$ cat src/rtl/blake2_bus_host.sv
// blake2_bus_host: FPGA-side initiator/capture host for the blake2 PMOD byte bus.
// Drives command/data bytes onto the bus, gated by the emulator's synchronised
// ready, with a fixed idle gap after each byte. It also collects hash_v-qualified
// hash bytes into a framed output stream.
// Optional feature: define BLAKE2_BUS_HOST_TIMEOUT_EN to build the sticky
// ready-wait watchdog behind timeout_o. Without it, timeout_o is tied to 0.
module blake2_bus_host #(
   parameter int GAP_CYCLES = 4,
   parameter int HASH_BYTES = 32,
   parameter int TIMEOUT_W  = 16
) (
   input  logic       clk,
   input  logic       rst_async,
   input  logic       s_valid_i,
   output logic       s_ready_o,
   input  logic [1:0] s_cmd_i,
   input  logic [7:0] s_data_i,
   input  logic [1:0] loopback_i,
   output logic [7:0] data_o,
   output logic [2:0] data_ctrl_o,
   output logic [1:0] loopback_ctrl_o,
   input  logic [7:0] hash_i,
   input  logic [1:0] hash_ctrl_i,
   output logic       m_valid_o,
   output logic [7:0] m_data_o,
   output logic       m_last_o,
   output logic       short_hash_o,
   output logic       busy_o,
   output logic       timeout_o
);

   localparam int GAP_W = (GAP_CYCLES > 1) ? $clog2(GAP_CYCLES) : 1;
   localparam int IDX_W = (HASH_BYTES > 1) ? $clog2(HASH_BYTES) : 1;
   localparam logic [GAP_W-1:0] GAP_LOAD = GAP_W'(GAP_CYCLES - 1);
   localparam logic [IDX_W-1:0] IDX_LAST = IDX_W'(HASH_BYTES - 1);

   typedef enum logic [1:0] {
      ST_IDLE  = 2'd0,
      ST_DRIVE = 2'd1,
      ST_GAP   = 2'd2
   } tx_state_t;

   tx_state_t        state_r;
   logic [GAP_W-1:0] gap_cnt_r;
   logic [IDX_W-1:0] idx_r;
   logic [7:0]       hash_meta_r;
   logic [7:0]       hash_sync_r;
   logic [1:0]       ctrl_meta_r;
   logic [1:0]       ctrl_sync_r;
   logic             rdy_s;
   logic             hv_s;
   logic             accept_s;

   assign rdy_s = ctrl_sync_r[0];
   assign hv_s  = ctrl_sync_r[1];

   // A byte is taken only while idle with the DUT reporting ready.
   assign accept_s  = (state_r == ST_IDLE) && s_valid_i && rdy_s;
   assign s_ready_o = accept_s;

   // Two-flop synchronisers for the bus signals coming back from the DUT.
   always_ff @(posedge clk or posedge rst_async) begin
      if (rst_async) begin
         hash_meta_r <= 8'h00;
         hash_sync_r <= 8'h00;
         ctrl_meta_r <= 2'b00;
         ctrl_sync_r <= 2'b00;
      end else begin
         hash_meta_r <= hash_i;
         hash_sync_r <= hash_meta_r;
         ctrl_meta_r <= hash_ctrl_i;
         ctrl_sync_r <= ctrl_meta_r;
      end
   end

   // Loopback request is simply re-timed onto the bus every cycle.
   always_ff @(posedge clk or posedge rst_async) begin
      if (rst_async) begin
         loopback_ctrl_o <= 2'b00;
      end else begin
         loopback_ctrl_o <= loopback_i;
      end
   end

   // Transmit FSM: latch an accepted byte, strobe valid for one cycle, then idle out the gap.
   always_ff @(posedge clk or posedge rst_async) begin
      if (rst_async) begin
         state_r     <= ST_IDLE;
         data_o      <= 8'h00;
         data_ctrl_o <= 3'b000;
         gap_cnt_r   <= '0;
         busy_o      <= 1'b0;
      end else begin
         case (state_r)
            ST_IDLE: begin
               if (accept_s) begin
                  data_o      <= s_data_i;
                  data_ctrl_o <= {s_cmd_i, 1'b1};
                  busy_o      <= 1'b1;
                  state_r     <= ST_DRIVE;
               end else begin
                  state_r     <= ST_IDLE;
               end
            end
            ST_DRIVE: begin
               // Data and cmd stay on the bus; only the valid strobe drops.
               data_ctrl_o[0] <= 1'b0;
               gap_cnt_r      <= GAP_LOAD;
               state_r        <= ST_GAP;
            end
            ST_GAP: begin
               if (gap_cnt_r == '0) begin
                  busy_o  <= 1'b0;
                  state_r <= ST_IDLE;
               end else begin
                  gap_cnt_r <= gap_cnt_r - GAP_W'(1);
               end
            end
            default: begin
               data_ctrl_o[0] <= 1'b0;
               busy_o         <= 1'b0;
               state_r        <= ST_IDLE;
            end
         endcase
      end
   end

   // Hash capture: one output beat per synced hash_v cycle, framed by a wrapping byte index.
   always_ff @(posedge clk or posedge rst_async) begin
      if (rst_async) begin
         m_valid_o    <= 1'b0;
         m_data_o     <= 8'h00;
         m_last_o     <= 1'b0;
         short_hash_o <= 1'b0;
         idx_r        <= '0;
      end else begin
         m_valid_o <= hv_s;
         if (hv_s) begin
            m_data_o     <= hash_sync_r;
            short_hash_o <= 1'b0;
            if (idx_r == IDX_LAST) begin
               m_last_o <= 1'b1;
               idx_r    <= '0;
            end else begin
               m_last_o <= 1'b0;
               idx_r    <= idx_r + IDX_W'(1);
            end
         end else begin
            // hash_v dropping part-way through a frame flags a truncated hash.
            m_last_o     <= 1'b0;
            short_hash_o <= (idx_r != '0);
            idx_r        <= '0;
         end
      end
   end

`ifdef BLAKE2_BUS_HOST_TIMEOUT_EN
   logic [TIMEOUT_W-1:0] wait_cnt_r;
   logic [TIMEOUT_W-1:0] wait_cnt_nxt_s;

   // Count consecutive idle cycles spent waiting on ready; saturate at all-ones.
   always_comb begin
      wait_cnt_nxt_s = wait_cnt_r;
      if (accept_s || !s_valid_i) begin
         wait_cnt_nxt_s = '0;
      end else if ((state_r == ST_IDLE) && !rdy_s && (wait_cnt_r != '1)) begin
         wait_cnt_nxt_s = wait_cnt_r + TIMEOUT_W'(1);
      end else begin
         wait_cnt_nxt_s = wait_cnt_r;
      end
   end

   // Watchdog counter and sticky flag; only a reset clears the flag.
   always_ff @(posedge clk or posedge rst_async) begin
      if (rst_async) begin
         wait_cnt_r <= '0;
         timeout_o  <= 1'b0;
      end else begin
         wait_cnt_r <= wait_cnt_nxt_s;
         timeout_o  <= timeout_o | (wait_cnt_nxt_s == '1);
      end
   end
`else
   assign timeout_o = 1'b0;
`endif

endmodule

$ cat config.mk
export PLATFORM = sky130hd
export DESIGN_NAME = blake2_bus_host
export DESIGN_NICKNAME = d
export VERILOG_FILES = /design/src/rtl/blake2_bus_host.sv
export SDC_FILE = /design/constraint.sdc
export NUM_CORES = 1
export LEC_CHECK = 0
export BUFFER_PORTS_ARGS = -buffer_cell sky130_fd_sc_hd__clkbuf_2
export CAP_MARGIN = 40
export CORE_UTILIZATION = 45
export CTS_CLUSTER_SIZE = 10
export DETAILED_ROUTE_END_ITERATION = 6
export PLACE_DENSITY_LB_ADDON = 0.15
export SYNTH_ARGS = -nofsm -noshare
export SYNTH_HDL_FRONTEND = slang
export SYNTH_SLANG_ARGS = --single-unit
$ cat constraint.sdc
create_clock -name clk -period 4.35 [get_ports clk]
set_clock_uncertainty 0.1 [all_clocks]
set_input_delay 0.435 -clock clk [delete_from_list [all_inputs] [get_ports clk]]
set_output_delay 0.435 -clock clk [all_outputs]
set_load 0.005 [all_outputs]
After elaboration in Yosys (flattened, before gate mapping)

Cells that the tools add are included.

$add $sub $neg: 2
Equality and inequality tests: 6
Mux-type cells: 15
Bitwise gates (word level): 2
Reduce and logical (&&, ||, !) cells: 10

Operators with widths:

| cell                                              | count |
|---|---|
| two-way mux 5 bit                                 | 2 |
| two-way mux 1 bit                                 | 7 |
| inequality test 2 bit (second input constant)     | 3 |
| one-hot mux 2 bit (3 select lines)                | 1 |
| AND reduction 2 bit                               | 3 |
| adder 5 x 1 -> 5 bit (second input constant)      | 1 |
| == test 5 bit (second input constant)             | 1 |
| nonzero test 5 bit                                | 1 |
| logical NOT 2 bit                                 | 2 |
| two-way mux 2 bit                                 | 2 |
| one-hot mux 2 bit (2 select lines)                | 1 |
| one-hot mux 1 bit (3 select lines)                | 1 |
| AND reduction 3 bit                               | 1 |
| == test 2 x 1 -> 1 bit (second input constant)    | 1 |
| == test 2 bit (second input constant)             | 1 |
| logical AND 1 bit                                 | 2 |
| NOT 1 bit                                         | 2 |
| one-hot mux 1 bit (2 select lines)                | 1 |
| nonzero test 2 bit                                | 1 |
| subtractor 2 x 1 -> 2 bit (second input constant) | 1 |

Register bits: 54
Input bits: 25
Output and inout bits: 27
Word-level logic and storage cells: 51

Logic depth before layout (Yosys ltp)

Gate-level depths: netlist (run 1).

Depth in word-level cells: 5
Depth in mapped cells: 5

Worst setup path before layout (run 1)

No wires, ideal clock.

Path type: reg-to-reg
Start point: register idx_r[0]
End point: register idx_r[3]
Library setup time: 79 ps
Arrival time: 1509 ps
Path slack: 2661 ps
Stages on the path, launching flop included: 6
Path buffers: 0
Cells stage by stage: dfrtp_1 ha_1 and3_1 ha_1 or3b_2 mux2i_1

Word-level cells in the longest chain between the ends: 3
Elaborated cells on any way between the ends: 4
Those cells by class: add/sub: 1; eq/ne: 1; mux: 2

RTL lines:

| item                                                  | line     | RTL |
|---|---|---|
| start: declaration                                    | 45       | `logic [IDX_W-1:0] idx_r;` |
| start signal: assignment                              | 146      | `idx_r <= idx_r + IDX_W'(1);` |
| adder 5 x 1 -> 5 bit or == test 5 bit (tied branches) | 146, 141 |  |
| two-way mux 5 bit *                                   | 141      | `if (idx_r == IDX_LAST) begin` |
| two-way mux 5 bit *                                   | 138      | `if (hv_s) begin` |

Every way passes the cells marked *; elsewhere a longest branch is shown, timed or not.
A chain may end at the register's enable or synchronous reset.

Final worst setup path (run 1)

Start point: register state_r[0]
End point: output port s_ready_o

Word-level cells in the longest chain between the ends: 3

RTL lines:

| item                            | line | RTL |
|---|---|---|
| start: declaration              | 43   | `tx_state_t state_r;` |
| start signal: assignment        | 88   | `state_r <= ST_IDLE;` |
| start signal: assignment        | 100  | `state_r <= ST_DRIVE;` |
| start signal: assignment        | 102  | `state_r <= ST_IDLE;` |
| logical NOT 2 bit               | 58   | `assign accept_s = (state_r == ST_IDLE) && s_valid_i && rdy_s;` |
| logical AND 1 bit (2 in series) | 58   |  |
| end: declaration                | 15   | `output logic s_ready_o,` |

No other way between the ends.

==> results.cfg, run 1 <==
[clock_network]
clk_pin_slew_worst_paths_ps = 90
cts_max_level = 2
cts.sinks = 54
ctsResizeCount = 0
cts-root-buf = clkbuf_8
cts_tree = done
max-clock-path-buffers = 2
insertion_delay_ps = 300
numCtsBuffers = 5

[power_and_ir_drop]
leakagePower_nw = 1.16
p_int_w = 0.000911
p_per_area_mw_per_mm2 = 526
p_clk_share_pct = 24.3
seq_power_share_pct = 53.8
switching_power_w = 0.000314
switching_share_pct = 25.7
p_comb_share_pct = 21.9
vdd_drop_max_mv = 0.332

[logic_synthesis]
syn_area_sq_mm = 0.00191
synthArstFlopShare_pct = 100
syn_nets = 144
netlist_instances = 115
synth_flop_cell = dfrtp_1
ys_ff_latch = 54
ys_seq_area_share_pct = 70.7
syn_area_per_cell_sq_um = 16.6
ys_warn_count = 0
synth_edf_count = 0
ys_types = 28

[global_routing]
overflow = 0
grt_pass1_wl_um = 4880
grt_pass1_vias = 1095
grt_max_degree = 42
antenna_found_initial = 0
grt_use_total_pct = 15.4

[placed_design]
port_buffers = 50
gp_congestion = 0.661
dp_hpwl_um = 2170
post-place-cells = 212
place_ws_ps = 2570

[timing]
hold_ws_ps = 130
final_hold_viol_count = 0
rsz0062_at_grt = no
fin_ws_ps = 2340
report.final.setup_viol = 0
fin_crit_ps = 2010
worstMarginPinSlew_ps = 556
fin_crit_sh_pct = 46.3
drv_slew = 0
clock.fmax_mhz = 497
slew_headroom_pct = 62.9
tns_ps = 0

[drt]
avgRoutedWirePerCell_um = 13.5
routed_via_density = 4.84
drtAntennaViolNets = 0
drcViolationCount = 0
firstDrtPassIters = 3
routed_wl_um = 2990
vias = 1070
drt_first_iter_violations = 33

[worst_setup_path]
critPathRequiredTime_ps = 3820
cp.arrival_ps = 1480
critPathLaunch = state_r[0]
criticalPathCategory = register to primary output
cp_cell_sequence = and4bb_4, clkbuf_2
crit_fanout = 12
worst_setup_path_end_kind = primary output
crit_family = simple AND/OR/NAND/NOR gates
rr_worst_depth = 5
r2r-start = idx_r[0]
reg2reg_to = idx_r[3]
cp_slowest_cell = and4bb_4
path_buf_inv = 1
ff2ff_setup_slack_ps = 2560
startpoint_type = register
worst_path_largest_cell_delay_ps = 540

[die]
die_area_sq_mm = 0.00451
num_rows = 23
start_util_pct = 47.5
io_pins = 52
design.core.area_sq_mm = 0.00403
fp.dieW_um = 67.2
die_h_um = 67.2

[final_layout]
diodes = 0
final_nets = 199
area_delta_synth_final_pct = 21.9
drive_gt1_share_pct = 48.0
stdcell_count = 221
fin_util_pct = 57.9

[worst_hold_path]
hold-path-endpoint = hash_meta_r[1]
hold_path_depth = 1
min_from = hash_i[1]
hold_class = primary input to register

[status]
outcome = finished clean

[run]
maxCapViolations = 0
[sequential cells by signal, indices dropped and copies added (netlist names)]
register,count
m_data_o,8
busy_o,1
gap_cnt_r,2
ctrl_sync_r,2
data_o,8
hash_sync_r,8
hash_meta_r,8
short_hash_o,1
state_r,2
idx_r,5
m_last_o,1
loopback_ctrl_o,2
data_ctrl_o,3
m_valid_o,1
ctrl_meta_r,2
[metrics by stage]
step,cell area (sq um),total power [W]
floorplan,1910,0.000824
global placement,2200,0.000919
detailed placement,2220,0.000942
CTS,2330,0.00124
global route,2330,0.00130
finish,2330,0.00123
[cell families after synthesis]
group           synth area share (%)
fa+ha+maj                       2.62
other cells                    0.196
flops                           70.7
compound gates                  2.03
xor+xnor                       0.458
simple gates                    8.05
buf+inv                         2.68
mux                             13.3
[worst max-delay path by stage]
| stage | slack [ps] | endpoint | cells after the start |
|---|---|---|---|
| after detailed placement | 2570 | idx_r[3] | 5 |
| final | 2340 | s_ready_o | 2 |
| after floorplan | 2500 | busy_o | 1 |
| after global routing | 2260 | s_ready_o | 2 |
| after CTS | 2330 | s_ready_o | 2 |
| after global placement | 2640 | idx_r[3] | 5 |
[Yosys cell counts (2+ instances only)]
cell type	count	area, sq um
and2_1	3	18.8
buf_2	2	10.0
dfrtp_1	54	1350
ha_1	4	50.1
inv_1	6	22.5
mux2_2	11	124
mux2_4	8	120
nand3b_1	2	15.0
nand4bb_1	2	22.5
nor2_1	2	7.51
nor2b_1	2	12.5
o211a_1	2	20.0
or3_1	2	12.5
[placed cells by master, fill, tap and decap left out, types with 2 or more instances in the layout]
cell type / n
nand3b_1: 2
nand4bb_1: 2
clkbuf_8: 7
dfrtp_1: 54
clkbuf_2: 50
inv_1: 5
nor2_1: 2
nor2b_1: 2
or3_1: 2
mux2_2: 11
o211a_1: 2
mux2_4: 8
and2_1: 3
ha_1: 4
[worst register-to-register path, cell delays in order (launching register included)]
cell     delay, ps
dfrtp_1        420
ha_1           230
and3_1         180
ha_1           200
or3b_2         440
mux2i_1        140
[power by group through the flow]
stage | clock, W | sequential [W] | combinational, W
final | 0.000297 | 0.000659 | 0.000269
after global placement | 0 | 0.000662 | 0.000257
after floorplan | 0 | 0.000661 | 0.000163
after CTS | 0.000307 | 0.000660 | 0.000274
after global routing | 0.000330 | 0.000673 | 0.000296
after detailed placement | 0 | 0.000668 | 0.000274
[timing repair]
item / in CTS / in global routing
hold endpoints to repair: 13 / 0
hold buffers: 1 / 0
setup buffers: 0 / 0
[final cells by class]
| cell class | instances | area, sq um |
|---|---|---|
| Clock buffer | 7 | 96.3 |
| Clock inverter | 1 | 8.76 |
| Fill cell | 330 | 1700 |
| Inverter | 6 | 22.5 |
| Multi-Input combinational cell | 51 | 509 |
| Sequential cell | 54 | 1350 |
| Tap cell | 50 | 62.6 |
| Timing Repair Buffer | 52 | 280 |
[routing by layer]
layer,share of wire (%),GRT usage (%)
met3,3.8,7.09
met4,1.4,5.85
met2,53,25.1
met1,41,17.6
met5,0,0
Power figures use the tool's default switching activity.
==> inputs of run 2 (changes only) <==
==> constraint.sdc (replaced) <==
create_clock -name clk -period 1.6 [get_ports clk]
set_clock_uncertainty 0.1 [all_clocks]
set_input_delay 0.16 -clock clk [delete_from_list [all_inputs] [get_ports clk]]
set_output_delay 0.16 -clock clk [all_outputs]
set_load 0.005 [all_outputs]
==> results.cfg, run 2 (synthesis gave the netlist of run 1 again) <==
[final_layout]
drive_gt1_share_pct = 47.3
design_area_sq_mm = 0.00268
final_nets = 235
final_cell_mix = dfrtp_1 (54), clkbuf_2 (50), dlygate4sd3_1 (23), buf_4 (14), mux2_2 (11)
area_delta_synth_final_pct = 40.4
diodes = 0
fillCellCount = 297
stdcell_count = 257
final_common_cell = dfrtp_1

[clock_network]
cts_tree = done
cts-root-buf = clkbuf_8
numCtsBuffers = 5
max-clock-path-buffers = 2
insertion_delay_ps = 300
cts_max_level = 2
clk_pin_slew_worst_paths_ps = 90
cts.sinks = 54

[global_routing]
grt_use_total_pct = 17.5
grt_pass1_wl_um = 5530
grt_pass1_vias = 1197
overflow = 0
antenna_found_initial = 0
grt_max_degree = 22

[worst_setup_path]
cp.arrival_ps = 1720
ff2ff_setup_slack_ps = 10
critPathLaunch = idx_r[0]
crit_fanout = 4
crit_path_end = idx_r[3]
worst_setup_path_end_kind = register
reg2reg_to = idx_r[3]
critPathRequiredTime_ps = 1730
criticalPathCategory = register to register
startpoint_type = register
rr_worst_depth = 5
r2r-start = idx_r[0]

[drt]
drtAntennaViolNets = 0
firstDrtPassIters = 3
vias = 1217
routed_wl_um = 3440
drcViolationCount = 0
drt_first_iter_violations = 74
routed_via_density = 4.74
avgRoutedWirePerCell_um = 13.4

[die]
fp.dieW_um = 67.2
io_pins = 52
die_area_sq_mm = 0.00451
start_util_pct = 47.5
num_rows = 23
design.core.area_sq_mm = 0.00403
die_h_um = 67.2

[timing]
tns_ps = 0
report.final.setup_viol = 0
fin_crit_ps = 1590
clock.fmax_mhz = 631
rsz0062_at_grt = yes
fin_crit_sh_pct = 99.1
drv_slew = 0
final_hold_viol_count = 0

[power_and_ir_drop]
p_total_w = 0.00352
p_per_area_mw_per_mm2 = 1310
vdd_drop_max_mv = 0.749
leakagePower_nw = 1.32

[placed_design]
post_dp_cell_area_sq_mm = 0.00228
post-place-cells = 218
port_buffers = 50
dp_hpwl_um = 2240
gp_congestion = 0.767

[status]
outcome = finished clean

[worst_hold_path]
hold_class = primary input to register
hold_path_depth = 3

[run]
maxCapViolations = 0
==> run 2: cell types whose count changed in the layout (fill, tap and decap cells not counted), sizes merged <==
| cell | change |
|---|---|
| dlygate4sd3 | +22 |
| bufinv | +1 |
| clkinv | -1 |
| clkinvlp | +1 |
| clkbuf | -1 |
| buf | +14 |
==> run 2: timing repair <==
item / in CTS / in global routing
endpoints found under the hold margin: 41 / 0
pin swaps: 1 / 2
resized for setup: 0 / 0
hold buffers: 23 / 0
setup endpoints to repair: 2 / 1
setup buffers: 5 / 3
==> run 2: final cells by class <==
type	instances	area (sq um)	area share [%]
Multi-Input combinational cell	51	532	19.8
Tap cell	50	62.6	2.33
Timing Repair Buffer	88	606	22.6
Sequential cell	54	1350	50.3
Inverter	6	22.5	0.839
Clock buffer	6	72.6	2.70
Clock inverter	2	37.5	1.40
==> run 2: where the power goes <==
group / switching [W] / leakage, nW / internal, W
clock: 0.000415 / 0.0514 / 0.000467
sequential: 0.000146 / 0.642 / 0.00162
combinational: 0.000320 / 0.624 / 0.000552
total: 0.000881 / 1.32 / 0.00264
==> run 2: metrics by stage <==
stage                     setup slack [ps]  utilization [%]  hold WS [ps]
after floorplan                       25.4                -          91.4
after global routing                 -29.2             66.6          49.1
after CTS                             9.72             66.1          46.3
after detailed placement            -0.383             56.7          78.3
after global placement                52.3             56.7          71.6
final                                 14.0             66.6          52.3
==> run 2: how the worst min path moves through the flow <==
stage,from,endpoint
5_1_grt,s_valid_i,data_ctrl_o[0]
3_3_place_gp,rst_async,short_hash_o
2_1_floorplan,hash_ctrl_i[0],ctrl_meta_r[0]
6_report,s_valid_i,data_ctrl_o[0]
3_5_place_dp,rst_async,m_valid_o
4_1_cts,s_valid_i,data_ctrl_o[0]
==> run 2: worst max-delay path, stage by stage, from the launching register on <==
cell and delay, ps:
dfrtp_1 400, ha_2 190, and3_4 180, ha_4 160, or3b_4 360, mux2i_1 130
==> run 2: routing by layer <==
| metal | track usage, % | up-vias | routed length [um] | share of wire [%] |
|---|---|---|---|---|
| met3 | 5.91 | 6 | 191 | 5.5 |
| met4 | 7.18 | 0 | 48 | 1.4 |
| met5 | 0 | - | 0 | 0 |
| li1 | - | 568 | - | - |
| met2 | 28.6 | 37 | 1790 | 52 |
| met1 | 21.1 | 606 | 1410 | 41 |
